`src/rtl/seg7_pkg.sv`:
```
// Shared seven-segment definitions: legal hex glyphs, blank pattern and scan FSM states.
package seg7_pkg;

  // Active-high glyphs for hex 0..F on bits 6..0 (a = bit6 .. g = bit0).
  localparam logic [6:0] SegHex [16] = '{
    7'h7E, 7'h30, 7'h6D, 7'h79, 7'h33, 7'h5B, 7'h5F, 7'h70,
    7'h7F, 7'h7B, 7'h77, 7'h1F, 7'h4E, 7'h3D, 7'h4F, 7'h47
  };

  // All segments plus dp lit; used by encoders that need a blank/test glyph.
  localparam logic [7:0] SegBlank = 8'hFF;

  typedef enum logic [1:0] {
    StIdle,
    StSettle,
    StHold
  } scan_state_e;

endpackage

```
`src/rtl/seg_to_hex.sv`:
```
// Combinational decode of a 7-bit segment glyph into its hex value plus a legality flag.
module seg_to_hex
  import seg7_pkg::*;
(
  input  logic [6:0] pattern,
  output logic [3:0] hex,
  output logic       legal
);

  // Table search; glyphs are unique so at most one entry matches.
  always_comb begin
    hex   = 4'h0;
    legal = 1'b0;
    for (int i = 0; i < 16; i++) begin
      if (pattern == SegHex[i]) begin
        hex   = 4'(i);
        legal = 1'b1;
      end
    end
  end

endmodule

```
`src/rtl/seg_scan_decoder.sv`:
```
// Observes a multiplexed seven-segment display bus, debounces each digit slot and
// reassembles complete frames of hex digits.
module seg_scan_decoder
  import seg7_pkg::*;
#(
  parameter int unsigned NUM_DIGITS    = 4,
  parameter int unsigned STABLE_CYCLES = 4
) (
  input  logic                    clk,
  input  logic                    rst_n,
  input  logic [7:0]              seg,
  input  logic [NUM_DIGITS-1:0]   an,
  input  logic                    clr_err,
  output logic [4*NUM_DIGITS-1:0] value,
  output logic [NUM_DIGITS-1:0]   digit_valid,
  output logic                    frame_valid,
  output logic                    frame_ok,
  output logic                    err_pattern,
  output logic                    err_multi
);

  localparam logic [7:0] CntLast = 8'(STABLE_CYCLES - 1);

  // Sample stage and its one-cycle-delayed copy for change detection.
  logic [NUM_DIGITS-1:0] an_q, an_prev_q;
  logic [7:0]            seg_q, seg_prev_q;

  scan_state_e state_q, state_d;
  logic [7:0]  cnt_q, cnt_d;

  logic [4*NUM_DIGITS-1:0] digits_q, digits_d;
  logic [4*NUM_DIGITS-1:0] value_q, value_d;
  logic [NUM_DIGITS-1:0]   dvalid_q, dvalid_d;
  logic [NUM_DIGITS-1:0]   seen_q, seen_d;
  logic                    fvalid_q, fvalid_d;
  logic                    fok_q, fok_d;
  logic                    err_pat_q, err_pat_d;
  logic                    err_multi_q, err_multi_d;

  logic       changed, commit, multi_hit;
  logic [3:0] hex;
  logic       legal;

  seg_to_hex u_seg_to_hex (
    .pattern (seg_q[6:0]),
    .hex     (hex),
    .legal   (legal)
  );

  assign changed = {an_q, seg_q} != {an_prev_q, seg_prev_q};

  // Stability FSM: a run of identical samples commits exactly once.
  always_comb begin
    state_d   = state_q;
    cnt_d     = cnt_q;
    commit    = 1'b0;
    multi_hit = 1'b0;
    if (changed) begin
      cnt_d   = 8'd0;
      state_d = (an_q != '0) ? StSettle : StIdle;
    end else begin
      case (state_q)
        StSettle: begin
          if (cnt_q == CntLast) begin
            state_d = StHold;
            if ($onehot(an_q)) begin
              commit = 1'b1;
            end else begin
              multi_hit = 1'b1;
            end
          end else begin
            cnt_d = cnt_q + 8'd1;
          end
        end
        default: ;
      endcase
    end
  end

  // Digit capture, frame assembly and sticky error flags.
  always_comb begin
    digits_d    = digits_q;
    dvalid_d    = dvalid_q;
    seen_d      = seen_q;
    value_d     = value_q;
    fvalid_d    = 1'b0;
    fok_d       = fok_q;
    // Mask filled on the previous edge: publish the frame now.
    if (&seen_q) begin
      value_d  = digits_q;
      fok_d    = &dvalid_q;
      fvalid_d = 1'b1;
      seen_d   = '0;
    end
    for (int i = 0; i < NUM_DIGITS; i++) begin
      if (commit && an_q[i]) begin
        digits_d[4*i +: 4] = legal ? hex : 4'h0;
        dvalid_d[i]        = legal;
        seen_d[i]          = 1'b1;
      end
    end
    err_pat_d   = (commit && !legal) ? 1'b1 : (clr_err ? 1'b0 : err_pat_q);
    err_multi_d = multi_hit ? 1'b1 : (clr_err ? 1'b0 : err_multi_q);
  end

  // State registers with synchronous active-low reset.
  always_ff @(posedge clk) begin
    if (!rst_n) begin
      an_q        <= '0;
      an_prev_q   <= '0;
      seg_q       <= 8'h00;
      seg_prev_q  <= 8'h00;
      state_q     <= StIdle;
      cnt_q       <= 8'd0;
      digits_q    <= '0;
      value_q     <= '0;
      dvalid_q    <= '0;
      seen_q      <= '0;
      fvalid_q    <= 1'b0;
      fok_q       <= 1'b0;
      err_pat_q   <= 1'b0;
      err_multi_q <= 1'b0;
    end else begin
      an_q        <= an;
      an_prev_q   <= an_q;
      seg_q       <= seg;
      seg_prev_q  <= seg_q;
      state_q     <= state_d;
      cnt_q       <= cnt_d;
      digits_q    <= digits_d;
      value_q     <= value_d;
      dvalid_q    <= dvalid_d;
      seen_q      <= seen_d;
      fvalid_q    <= fvalid_d;
      fok_q       <= fok_d;
      err_pat_q   <= err_pat_d;
      err_multi_q <= err_multi_d;
    end
  end

  assign value       = value_q;
  assign digit_valid = dvalid_q;
  assign frame_valid = fvalid_q;
  assign frame_ok    = fok_q;
  assign err_pattern = err_pat_q;
  assign err_multi   = err_multi_q;

endmodule

```
`config.mk`:
```
export PLATFORM = sky130hd
export DESIGN_NAME = seg_scan_decoder
export DESIGN_NICKNAME = d
export VERILOG_FILES = /design/src/rtl/seg7_pkg.sv /design/src/rtl/seg_to_hex.sv /design/src/rtl/seg_scan_decoder.sv
export SDC_FILE = /design/constraint.sdc
export NUM_CORES = 1
export LEC_CHECK = 0
export CAP_MARGIN = 30
export CORE_MARGIN = 8
export CORE_UTILIZATION = 50
export DETAILED_ROUTE_END_ITERATION = 10
export HOLD_SLACK_MARGIN = 0.03
export PLACE_DENSITY = 0.76
export SETUP_SLACK_MARGIN = 0.3
export SYNTH_ARGS = -nofsm -noshare
export SYNTH_HDL_FRONTEND = slang
export SYNTH_SLANG_ARGS = --single-unit
```
`constraint.sdc`:
```
create_clock -name clk -period 2.6 [get_ports clk]
set_input_delay 0.39 -clock clk [delete_from_list [all_inputs] [get_ports clk]]
set_output_delay 0.39 -clock clk [all_outputs]
set_load 0.03 [all_outputs]
```
==> results.json, run 1 <==
{
  "min_from": "digits_q[8]$_SDFFE_PN0P_",
  "multi_input_area_um2": 1660,
  "yosysUniqueCellTypes": 46,
  "yosysTopAreaCell": "dfxtp_1",
  "hpwlAfterDp_mm": 4.58,
  "design_area_um2": 4070,
  "outcome": "complete, but fails checks",
  "wl_mm": 7.00,
  "synthFlopType": "dfxtp_1",
  "critPathMaxFanout": 6,
  "ys_seq_area_share_pct": 48.0,
  "p_leak_nw": 1.48,
  "comb_power_share_pct": 7.1,
  "setup_ws_ns": -0.0528,
  "finalCriticalPeriod_ns": 2.65,
  "die_y_um": 96.6,
  "power_switching_w": 0.000526,
  "synth_edf_count": 0,
  "p_seq_share_pct": 55.4,
  "startpoint": "an_q[0]$_SDFF_PN0_",
  "rrSetupSlack_ns": -0.05,
  "io_buffers": 38,
  "p_int_w": 0.00172,
  "synth_top_family_by_area": "simple AND/OR/NAND/NOR gates",
  "rsz0062_at_grt": "yes",
  "cts_buffers": 9,
  "setup_viol": 1,
  "cts_tree": "done",
  "dp_slack_ns": -0.0728,
  "yosys-top-cells-area": "dfxtp_1 48%, nand2_1 7.4%, mux2i_1 5.2%",
  "period_share_pct": 102,
  "vdd_drop_max_uv": 279,
  "htree_levels": 3,
  "violations": "negative setup slack",
  "stdcell_count": 484,
  "dieArea_um2": 9340,
  "critical_path_arrival_ns": 2.90,
  "end_kind": "flop",
  "via_per_inst": 5.41,
  "yosysMostFrequentCell": "dfxtp_1",
  "synth_adder_area_share_pct": 2.16,
  "muxShareOfSynthArea_pct": 5.93,
  "path_cells": "inv_4, fa_1, inv_2, ha_4, ha_4, nor3b_4, nand4_1, nor4_4, buf_6, buf_6, a21oi_2, a311oi_1",
  "maxSlewViolCount": 0,
  "syn_area_per_cell_um2": 8.98,
  "n_fill_cell": 521,
  "place_area_um2": 3740,
  "grt_pass1_vias": 2544,
  "synth-xor-area-share_pct": 5.12,
  "cp-start-kind": "flop",
  "tightest_slew_ns": 0.629,
  "grt_overflow": 0,
  "vias": 2618,
  "cts.sinks": 78,
  "drive_gt1_share_pct": 14.7,
  "synth.top_cell.area_share_pct": 48.0,
  "synth_warnings": 0,
  "insertion_delay_ns": 0.35,
  "core-area_um2": 6310,
  "crit_type": "flop to flop",
  "diodes": 0,
  "drt.antenna.violating_nets": 0,
  "max_freq_mhz": 377,
  "cp.required_ns": 2.85,
  "critical-path-slowest-cell": "fa_1",
  "clock_path_buffers": 2,
  "hp-class": "flop to flop",
  "track_usage_pct": 15.3,
  "cap_viol_max_count": 0,
  "dr.first_iter.drc_count": 111,
  "start_util_pct": 51.5,
  "swShare_pct": 23.4,
  "synthSimpleGateAreaFrac_pct": 24.8,
  "crit_family": "adder cells",
  "seq_area_um2": 1570,
  "synth_area_um2": 3250,
  "netlist_top_cells_count": "78 x dfxtp_1, 64 x nand2_1, 31 x a21oi_1",
  "reg2reg_from": "an_q[0]$_SDFF_PN0_",
  "io_pins": 39,
  "finClkSkew_ns": 0.00997,
  "drt_pass1_iterations": 4,
  "syn_inst": 362,
  "grt_first_pass_wirelength_mm": 12.1,
  "synth_compound_area_share_pct": 9.62,
  "synth_nets": 382,
  "finalHoldViolations": 0,
  "place_inst": 461,
  "cts_root_buf": "clkbuf_8",
  "powerDensity_nw_per_um2": 551,
  "routedWlPerCell_um": 14.5,
  "fin_nets": 423,
  "fp-row-count": 29,
  "route.detailed.drc": 0,
  "synth_seq_cells": 78,
  "maxSlewHeadroom_pct": 57.6,
  "clockPowerShare_pct": 37.6,
  "antenna_found_initial": 0,
  "path_clk_slew_ns": 0.07,
  "die_w_um": 96.6,
  "async_flop_share_pct": 0,
  "gp_congestion": 0.831,
  "critPathBufInv": 4,
  "grt_max_degree": 44,
  "tns_ns": -0.0528,
  "syn_to_final_growth_pct": 25.3,
  "critPathMaxStageDelay_ns": 0.54
}
final timing paths:
check | endpoint | cells after the start
max | digit_valid[2]$_SDFFE_PN0P_ | 12
min | value[8]$_SDFFE_PN0P_ | 2
max reg2reg | digit_valid[2]$_SDFFE_PN0P_ | 12
min reg2reg | value[8]$_SDFFE_PN0P_ | 2
power groups by stage:
| stage | clock network, W | logic (W) | registers, W |
|---|---|---|---|
| global route | 0.000905 | 0.000175 | 0.00125 |
| floorplan | 0 | 0.000112 | 0.00125 |
| detailed placement | 0 | 0.000138 | 0.00127 |
| finish | 0.000843 | 0.000158 | 0.00124 |
| global placement | 0 | 0.000135 | 0.00127 |
| CTS | 0.000856 | 0.000145 | 0.00124 |
stage by stage:
| step | utilization [%] | hold WS (ns) | power [W] |
|---|---|---|---|
| 4_1_cts | 63.3 | 0.454 | 0.00224 |
| 2_1_floorplan | - | 0.426 | 0.00136 |
| 3_3_place_gp | 59.3 | 0.435 | 0.00140 |
| 5_1_grt | 64.5 | 0.473 | 0.00233 |
| 6_report | 64.5 | 0.452 | 0.00224 |
| 3_5_place_dp | 59.3 | 0.443 | 0.00141 |
routing by layer:
metal	up-vias	global-route usage [%]	share of wire, %	routed length (um)
li1	1315	-	-	-
met1	1212	19.3	46	3220
met2	78	23.7	46	3190
met3	13	3.70	5.9	416
met4	0	7.46	2.4	171
met5	-	0	0	0
registers in the layout, summed over array words and instances, names as in the netlist, 2 cells and up:
name	cells
state_q	2
cnt_q	8
seg_q	8
an_prev_q	4
digits_q	16
an_q	4
digit_valid	4
seg_prev_q	8
seen_q	4
value	16
cells by family (layout without fill, tap and decap cells):
group	Yosys count	count (layout)
AO/OA/AOI/OAI	53	53
XOR/XNOR	19	19
adder cells (fa/ha/maj)	5	5
buffers and inverters	34	79
flip-flops	78	78
multiplexers	19	19
AND/OR/NAND/NOR	154	154
cell type report:
type / instances / share of cell area [%]
sequential: 78 / 38.5
clock inverter: 3 / 0.430
multi-input combinational: 250 / 40.7
timing repair buffer: 57 / 13.2
inverter: 7 / 0.707
tap: 77 / 2.37
clock buffer: 12 / 4.09
timing repair:
action | 4_1_cts | 5_1_grt
endpoints found under the setup margin | 25 | 34
resized for setup | 9 | 10
hold buffers | 0 | 0
cloned | 1 | 0
pin swaps | 2 | 2
setup buffers | 4 | 3
cells in the final DEF (no fill, tap or decap), drive strengths merged, types with 3 or more instances in the layout:
master         instances
a311oi                 4
nor3b                  6
nand4                 13
o21ai                  5
nor3                   3
and2                  21
nor4                   3
clkbuf                12
nor2                  16
nand3b                 3
nand3                  8
mux2i                 17
xnor2                 14
dfxtp                 78
xor2                   5
a21oi                 31
nor2b                  3
clkdlybuf4s50         38
inv                    7
nand2                 65
ha                     4
buf                   19
a21boi                 3
worst min-delay path, stage by stage (launching register included):
cell,delay [ns]
dfxtp_1,0.31
nand2_1,0.05
a21oi_1,0.05
Note: power is estimated with default switching activity, not from simulation.
==> run 2: changes to the inputs <==
CAP_MARGIN = 15   (was 30)
==> results of run 2 <==
Final layout, timing and power as in run 1 (identical DEF).
